### src/rtl/rr_shim.sv
// Static-side shim for one reconfigurable region: RM->static FIFO, static->RM
// passthrough, and the quiesce/drain/isolate/reset sequence around a module swap.
//
// state  | meaning
// RST_RM | RM held in reset for RST_CYC cycles
// RUN    | normal operation, both streams flowing
// REQ    | quiesce requested, waiting for ack or timeout
// DRAIN  | RM isolated, FIFO emptying towards static
// ISOL   | drained and isolated, safe to swap; wait for rc_done
module rr_shim #(
   parameter int DW          = 32,
   parameter int DEPTH       = 4,
   parameter int ACK_TIMEOUT = 255,
   parameter int RST_CYC     = 4
) (
   input  logic          clk,
   input  logic          rstn,
   input  logic          rc_start,
   input  logic          rc_done,
   output logic          rc_idle,
   output logic          rc_err,
   output logic          rm_rstn,
   output logic          rc_reqn,
   input  logic          rc_ackn,
   input  logic          rm_p_prdy,
   output logic          rm_p_crdy,
   output logic          rm_p_cerr,
   input  logic [DW-1:0] rm_p_data,
   output logic          st_p_prdy,
   input  logic          st_p_crdy,
   input  logic          st_p_cerr,
   output logic [DW-1:0] st_p_data,
   input  logic          st_c_prdy,
   output logic          st_c_crdy,
   output logic          st_c_cerr,
   input  logic [DW-1:0] st_c_data,
   output logic          rm_c_prdy,
   input  logic          rm_c_crdy,
   input  logic          rm_c_cerr,
   output logic [DW-1:0] rm_c_data
);

   localparam int AW      = $clog2(DEPTH);
   localparam int CNT_MAX = (ACK_TIMEOUT > RST_CYC) ? ACK_TIMEOUT : RST_CYC;
   localparam int CW      = $clog2(CNT_MAX + 1);

   typedef enum logic [2:0] {RST_RM, RUN, REQ, DRAIN, ISOL} state_t;

   state_t         state, state_nxt;
   logic [CW-1:0]  cnt, cnt_nxt;
   logic           err_q, err_nxt;

   logic [DW-1:0]  mem [DEPTH];
   logic [AW-1:0]  wptr, rptr;
   logic [AW:0]    fcount, fcount_nxt;
   logic           full, flow, push, pop;

   assign flow       = (state == RUN) || (state == REQ);
   assign full       = (fcount == (AW+1)'(DEPTH));
   assign push       = rm_p_prdy && rm_p_crdy;
   assign pop        = st_p_prdy && st_p_crdy;
   assign fcount_nxt = fcount + (AW+1)'(push) - (AW+1)'(pop);

   assign st_p_prdy  = (fcount != '0);
   assign st_p_data  = mem[rptr];
   assign rm_c_data  = st_c_data;
   assign rc_err     = err_q;

   always_comb begin
      state_nxt = state;
      cnt_nxt   = cnt;
      err_nxt   = err_q;
      rm_rstn   = 1'b1;
      rc_reqn   = 1'b1;
      rc_idle   = 1'b0;
      rm_p_crdy = 1'b0;
      rm_p_cerr = 1'b0;
      st_c_cerr = 1'b0;
      rm_c_prdy = 1'b0;
      st_c_crdy = 1'b0;
      if (flow) begin
         rm_p_crdy = !full;
         rm_p_cerr = st_p_cerr;
         st_c_cerr = rm_c_cerr;
         rm_c_prdy = st_c_prdy;
         st_c_crdy = rm_c_crdy;
      end
      case (state)
         RST_RM: begin
            rm_rstn = 1'b0;
            if (cnt <= CW'(1)) state_nxt = RUN;
            else               cnt_nxt   = cnt - CW'(1);
         end
         RUN: begin
            if (rc_start) begin
               state_nxt = REQ;
               err_nxt   = 1'b0;
               cnt_nxt   = CW'(ACK_TIMEOUT);
            end
         end
         REQ: begin
            rc_reqn = 1'b0;
            if (!rc_ackn) begin
               state_nxt = DRAIN;
            end else if (cnt <= CW'(1)) begin
               state_nxt = DRAIN;
               err_nxt   = 1'b1;
            end else begin
               cnt_nxt = cnt - CW'(1);
            end
         end
         DRAIN: begin
            rc_reqn = 1'b0;
            // look ahead so rc_idle rises right after the final pop
            if (fcount_nxt == '0) state_nxt = ISOL;
         end
         ISOL: begin
            rc_reqn = 1'b0;
            rc_idle = 1'b1;
            if (rc_done) begin
               state_nxt = RST_RM;
               cnt_nxt   = CW'(RST_CYC);
            end
         end
         default: begin
            state_nxt = RST_RM;
            cnt_nxt   = CW'(RST_CYC);
         end
      endcase
   end

   always_ff @(posedge clk) begin
      if (!rstn) begin
         state  <= RST_RM;
         cnt    <= CW'(RST_CYC);
         err_q  <= 1'b0;
         wptr   <= '0;
         rptr   <= '0;
         fcount <= '0;
      end else begin
         state  <= state_nxt;
         cnt    <= cnt_nxt;
         err_q  <= err_nxt;
         fcount <= fcount_nxt;
         if (push) wptr <= wptr + AW'(1);
         if (pop)  rptr <= rptr + AW'(1);
      end
   end

   always_ff @(posedge clk) begin
      if (push) mem[wptr] <= rm_p_data;
   end

endmodule

### config.mk
export PLATFORM = sky130hd
export DESIGN_NAME = rr_shim
export DESIGN_NICKNAME = d
export VERILOG_FILES = /design/src/rtl/rr_shim.sv
export SDC_FILE = /design/constraint.sdc
export NUM_CORES = 1
export LEC_CHECK = 0
export BUFFER_PORTS_ARGS = -buffer_cell sky130_fd_sc_hd__buf_2
export CORE_MARGIN = 2
export CORE_UTILIZATION = 55
export CTS_CLUSTER_DIAMETER = 40
export DETAILED_ROUTE_END_ITERATION = 12
export GPL_TIMING_DRIVEN = 0
export HOLD_SLACK_MARGIN = 0.1
export PLACE_DENSITY = 0.82
export SETUP_SLACK_MARGIN = 0.1
export SYNTH_ARGS = -nofsm -noshare
export SYNTH_HDL_FRONTEND = slang
export SYNTH_SLANG_ARGS = --single-unit
### constraint.sdc
create_clock -name clk -period 5 [get_ports clk]
set_input_delay 0.25 -clock clk [delete_from_list [all_inputs] [get_ports clk]]
set_output_delay 0.25 -clock clk [all_outputs]
set_load 0.005 [all_outputs]
# After elaboration in Yosys (flattened, before gate mapping)
# Memories as Yosys holds them, arrays and structs flattened. A register that Yosys moved wholly into a read port is not among the register bits.
# Cells that the tools add are included.
# word_totals
elab_cells	66
rom_bits	0
latch_bits	0
n_memories	1
in_bits	75
output_inout_bits	74
ramBits	128
reg_bits	19
# memory_table
memory	depth	word_bits	read_ports	rd_ports_with_merged_regs	wr	line	source
mem	4	32	1	1	1	53	logic [DW-1:0] mem [DEPTH];
# classes
mux	28
n_addsub	5
shift	0
bitwise	1
n_eq_ne	12
div	0
n_mul	0
magnitude_cmp	1
reduce_logical	12
# ops
operator	count
$pmux W8 S5	1
$mux W8	4
$mux W3	6
$pmux W3 S5	1
$mux W1	13
$ne A2 B2 Y1 const B	5
$le A8 B1 Y1 const B	1
$reduce_and A4 Y1	2
$sub A8 B1 Y8 const B	1
$eq A3 B2 Y1 const B	2
$eq A3 B3 Y1 const B	2
$logic_not A3 Y1	2
$reduce_and A5 Y1	1
$add A2 B1 Y2 const B	2
$mux W2	2
$add A3 B1 Y3	1
$eq A3 B1 Y1 const B	1
$ne A3 B2 Y1 const B	1
$reduce_bool A3 Y1	1
$reduce_or A3 Y1	1
$sub A3 B1 Y3	1
$logic_and A1 B1 Y1	2
$ne A2 B1 Y1 const B	1
$pmux W1 S2	1
4 further kinds	4

# Longest topological paths before layout
# depth
word_depth	9
ltp_mapped	13
ltp_nobuf	12

# Least setup slack after synthesis
# OpenSTA, ideal clock, no wires.
# synth_path
path_type	register -> register
from	reg state[0]
to	reg state[2]
period_less_slack_ns	2.719
n_path_buf	1
path_stages_with_launch	14
setup_ns	0.058
arrival_time_ns	2.660
path_slack_ns	2.281
required_ns	4.942
cell_sequence	dfxtp_1 > buf_4 > xnor2_1 > a2111oi_4 > inv_1 > ha_1 > inv_1 > ha_1 > inv_1 > fa_1 > xnor3_1 > nand4b_1 > nor3b_1 > o21a_1
# synth_via
elab_chain_len	9
word_cells_on_any_way	18
cone_classes	2 x add/sub; 9 x eq/ne; 2 x mux; 5 x reduce/logical
# synth_rtl
item	line	source
from (decl)	49	state_t state, state_nxt;
from (signal assigned)	141	state <= state_nxt;
$eq A3 B1 Y1 / $eq A3 B2 Y1 (equally long branches)	58, 88	
$logic_or A1 B1 Y1	58	assign flow = (state == RUN) || (state == REQ);
$mux W1	81	if (flow) begin
$logic_and A1 B1 Y1	60	assign push = rm_p_prdy && rm_p_crdy;
$add A3 B1 Y3	62	assign fcount_nxt = fcount + (AW+1)'(push) - (AW+1)'(pop);
$sub A3 B1 Y3	62	
$logic_not A3 Y1	115	if (fcount_nxt == '0) state_nxt = ISOL;
$ne A2 B2 Y1 (no line)	n/a	
$reduce_and A5 Y1 (no line)	n/a	
# Several ways; a longest one is shown, not always the timed one.
# A chain may end at the register's enable or synchronous reset.

# Worst setup path in the final report
# Same ends and word-level chain as after synthesis.

==> impl_metrics.py <==
metrics = {
    "timing": {
        "min_period_over_period_pct": 60.21,
        "fmaxAchievable_mhz": 332.1,
        "worst_clock_skew_ns": 0.005126,
        "finalCriticalPeriod_ns": 3.011,
        "timing.slew.headroom_pct": 40.05,
        "totalNegativeSetupSlack_ns": 0,
        "report.final.hold_viol_count": 0,
        "worst_margin_slew_ns": 0.8993,
        "final-max-slew-violation-count": 0,
        "grt_setup_unrepaired": "no",
        "setup_viol": 0,
    },
    "grt": {
        "grt_pass1_vias": 3628,
        "number_of_antenna_violations_at_the_first_check_in_global_routing": 0,
        "groute.usage.overall_pct": 19.88,
        "grt_first_pass_wirelength_um": 17610,
        "globalRouteOverflowTotal": 0,
        "grt_start_max_net_pins": 33,
    },
    "yosys": {
        "synth_top_flop_cell": "edfxtp_1",
        "synthesis.yosys.warnings": 0,
        "synth_fa_ha_area_share_pct": 1.954,
        "synth_area_um2": 6146,
        "synthesis.nets": 424,
        "main_combinational_cell_family_by_area_after_synthesis": "multiplexers",
        "synth-xor-area-share_pct": 0.9365,
        "synth_compound_gate_area_share_pct": 5.049,
        "synth.distinct_cells": 52,
        "seq_area_frac_synth_pct": 69.38,
        "post_synth.cell_area_avg_um2": 18.08,
        "synthCells": 340,
        "synth_seq_cells": 149,
        "postSynth.asyncResetShare_pct": 0,
        "synth-edff-count": 128,
        "post_synth_and_or_nand_nor_area_fraction_pct": 5.049,
        "synthMuxAreaShare_pct": 11.89,
    },
    "detailed_routing": {
        "routed_wire_length_per_instance_um": 17.18,
        "drc_errors": 0,
        "detailroute.via_count": 3557,
        "dr.pass1.iters": 4,
        "detail_route.iter0.violations": 223,
        "drt-vias-per-instance": 5.365,
        "detail-route-antenna-nets": 0,
        "drt-total-wl_um": 11390,
    },
    "critical_path": {
        "critPathMostFrequentCell": "inv_1",
        "crit_arrival_ns": 3.47,
        "worst_ep_required_time_ns": 5.46,
        "crit_type": "flip-flop to flip-flop",
        "path_max_fanout": 10,
        "cp.buffers_inverters": 4,
        "cp_slowest_stage_delay_ns": 0.54,
        "critPathLaunchType": "flip-flop",
        "critPathTopFamily": "adder cells",
        "worst_path_max_delay_cell": "a2111oi_4",
        "timing.reg2reg.worst_path_depth": 13,
        "endpoint_kind": "flip-flop",
        "cp_cell_sequence": "buf_4 > xnor2_1 > a2111oi_4 > inv_1 > ha_1 > inv_1 > ha_1 > inv_1 > fa_1 > xnor3_1 > nand4b_1 > nor3b_1 > o21a_1",
        "worst-path-stages": 13,
    },
    "floorplan": {
        "design.die.area_um2": 12040,
        "die_ht_um": 109.7,
        "core_area_um2": 10890,
        "start_util_pct": 56.45,
        "std_cell_rows": 38,
        "fp.dieW_um": 109.7,
        "num_io_pins": 149,
    },
    "clocking": {
        "clock_tree_from_tritoncts": "done",
        "post_cts_buffers": 0,
        "maximum_buffer_depth_of_the_clock_tree": 2,
        "insertion_delay_ns": 0.51,
        "clock_sink_count": 149,
        "cts_inserted_buffers": 17,
        "cts-root-buf": "clkbuf_8",
        "htree_num_levels": 4,
        "clkSlewWorstSetupHoldPaths_ns": 0.06,
    },
    "power": {
        "power.clock.fraction_pct": 33.2,
        "internal-power_uw": 2783,
        "leakagePower_uw": 0.002912,
        "total_switching_power_uw": 998.9,
        "power_frac_comb_pct": 26.5,
        "seq_power_share_pct": 40.3,
        "p_per_area_nw_per_um2": 481.8,
        "swShare_pct": 26.42,
        "worst_ir_drop_vdd_mv": 0.3292,
    },
    "cells_and_area": {
        "n_antenna_cell": 0,
        "final_design_area_no_fill_um2": 7849,
        "syn2layout_area_growth_pct": 27.71,
        "final_net_count": 594,
        "final_layout_size_suffix_gt1_share_pct": 43.98,
    },
    "place": {
        "portBuffers": 115,
        "placed_area_um2": 6902,
        "place.detailed.hpwl_um": 6942,
        "gp_congestion": 0.8509,
    },
    "min_path": {
        "timing.hold.worst_path_depth": 2,
        "worstHoldPathType": "primary input to flip-flop",
    },
    "run": {
        "drv.max_cap_violation_count": 0,
    },
    "outcome": {
        "status": "complete, no violations",
    },
}
-- cells by family after synthesis --
group / after synthesis
adders and majority gates: 9
muxes: 33
buffers and inverters: 55
xor gates and xnor gates: 5
DFF: 149
AOI/OAI and AO/OA: 33
and+or+nand+nor: 56
-- layout make-up --
cell class,instances,area [um2]
fillers,684,3039
well taps,140,175.2
repair buffers,151,935.9
flip-flops and latches,149,4264
inverters,9,33.78
clock inverters,11,157.7
multi-input cells,136,1534
plain buffers,46,319.1
clock buffers,21,429.2
-- per-stage QoR --
step / instances / hold slack [ns] / power [uW] / worst slack (ns) / utilization (%)
6_report: 663 / 0.1669 / 3781 / 1.989 / 72.09
5_1_grt: 663 / 0.1784 / 3988 / 1.773 / 72.09
4_1_cts: 663 / 0.1278 / 3808 / 1.985 / 72.09
3_5_place_dp: 595 / 0.4692 / 2533 / 1.994 / 63.39
3_3_place_gp: 595 / 0.4603 / 2500 / 2.017 / 63.34
2_1_floorplan: 340 / 0.3489 / 2225 / 2.281 / -
-- synthesized netlist by cell type (all sizes together) (4+ instances only) --
master    n  share of area [%]
edfxtp  128                 63
and2      9               0.92
clkbuf    6               0.37
mux4     32                 12
o31ai     5                1.0
nor3b     4               0.57
inv       9               0.55
o311ai    4               0.57
buf      40                4.8
dfxtp    21                6.8
a31oi     5               0.51
nor2     22                1.3
ha        8                1.6
nor3      5               0.49
-- state kept, by name, summed over array words and instances (netlist names), named ones only --
| signal | cells |
|---|---|
| cnt | 8 |
| fcount | 3 |
| mem | 128 |
| rc_err | 1 |
| rptr | 2 |
| state | 3 |
| wptr | 2 |
-- power by group through the flow --
stage / registers [uW] / clock network [uW] / logic [uW]
floorplan: 1530 / 0 / 691
CTS: 1530 / 1270 / 1010
global route: 1540 / 1330 / 1120
detailed placement: 1550 / 0 / 983
global placement: 1540 / 0 / 955
finish: 1530 / 1260 / 1000
-- per-layer routing --
metal / GRT usage, % / share of wire (%) / routed length, um
met5: 0 / 0 / 0
met4: 5.967 / 1.1 / 120
met3: 5.513 / 5.6 / 636
met2: 34.74 / 53 / 6088
met1: 24.11 / 40 / 4547
-- worst paths after layout --
kind	from	to	slack [ns]
max reg2reg	state[0]$_SDFFE_PN0P_	state[2]$_SDFFE_PN0P_	1.99
min	rstn	state[2]$_SDFFE_PN0P_	0.17
max	state[0]$_SDFFE_PN0P_	state[2]$_SDFFE_PN0P_	1.99
min reg2reg	cnt[7]$_SDFFE_PN0P_	cnt[7]$_SDFFE_PN0P_	0.54
-- placed cells by master (no fill, tap or decap), types with 3 or more instances in the layout --
master	synthesis	final
buf_4	34	34
a31oi_1	5	5
bufinv_16	0	4
nor3b_1	3	3
clkbuf_16	0	16
mux4_2	32	32
xnor2_1	3	3
dfxtp_1	21	21
dlygate4sd3_1	0	36
clkbuf_1	6	10
nor2_1	22	22
o311ai_0	4	4
buf_2	3	118
clkinv_2	0	5
nor3_1	4	4
a21oi_1	3	3
inv_1	9	9
and2_2	0	4
edfxtp_1	128	128
ha_1	8	8
and2_1	9	5
o31ai_2	5	5
-- worst register-to-register path: stages, from the launching register on --
cell       delay (ns)
dfxtp_1          0.31
buf_4            0.16
xnor2_1          0.19
a2111oi_4        0.54
inv_1            0.10
ha_1             0.31
inv_1            0.06
ha_1             0.13
inv_1            0.05
fa_1             0.36
xnor3_1          0.23
nand4b_1         0.18
nor3b_1          0.22
o21a_1           0.13
-- timing repair --
action | CTS | global route
endpoints found under the hold margin | 132 | 0
hold buffers | 36 | 0
resized for setup | 0 | 0
(Power assumes the default switching activity.)
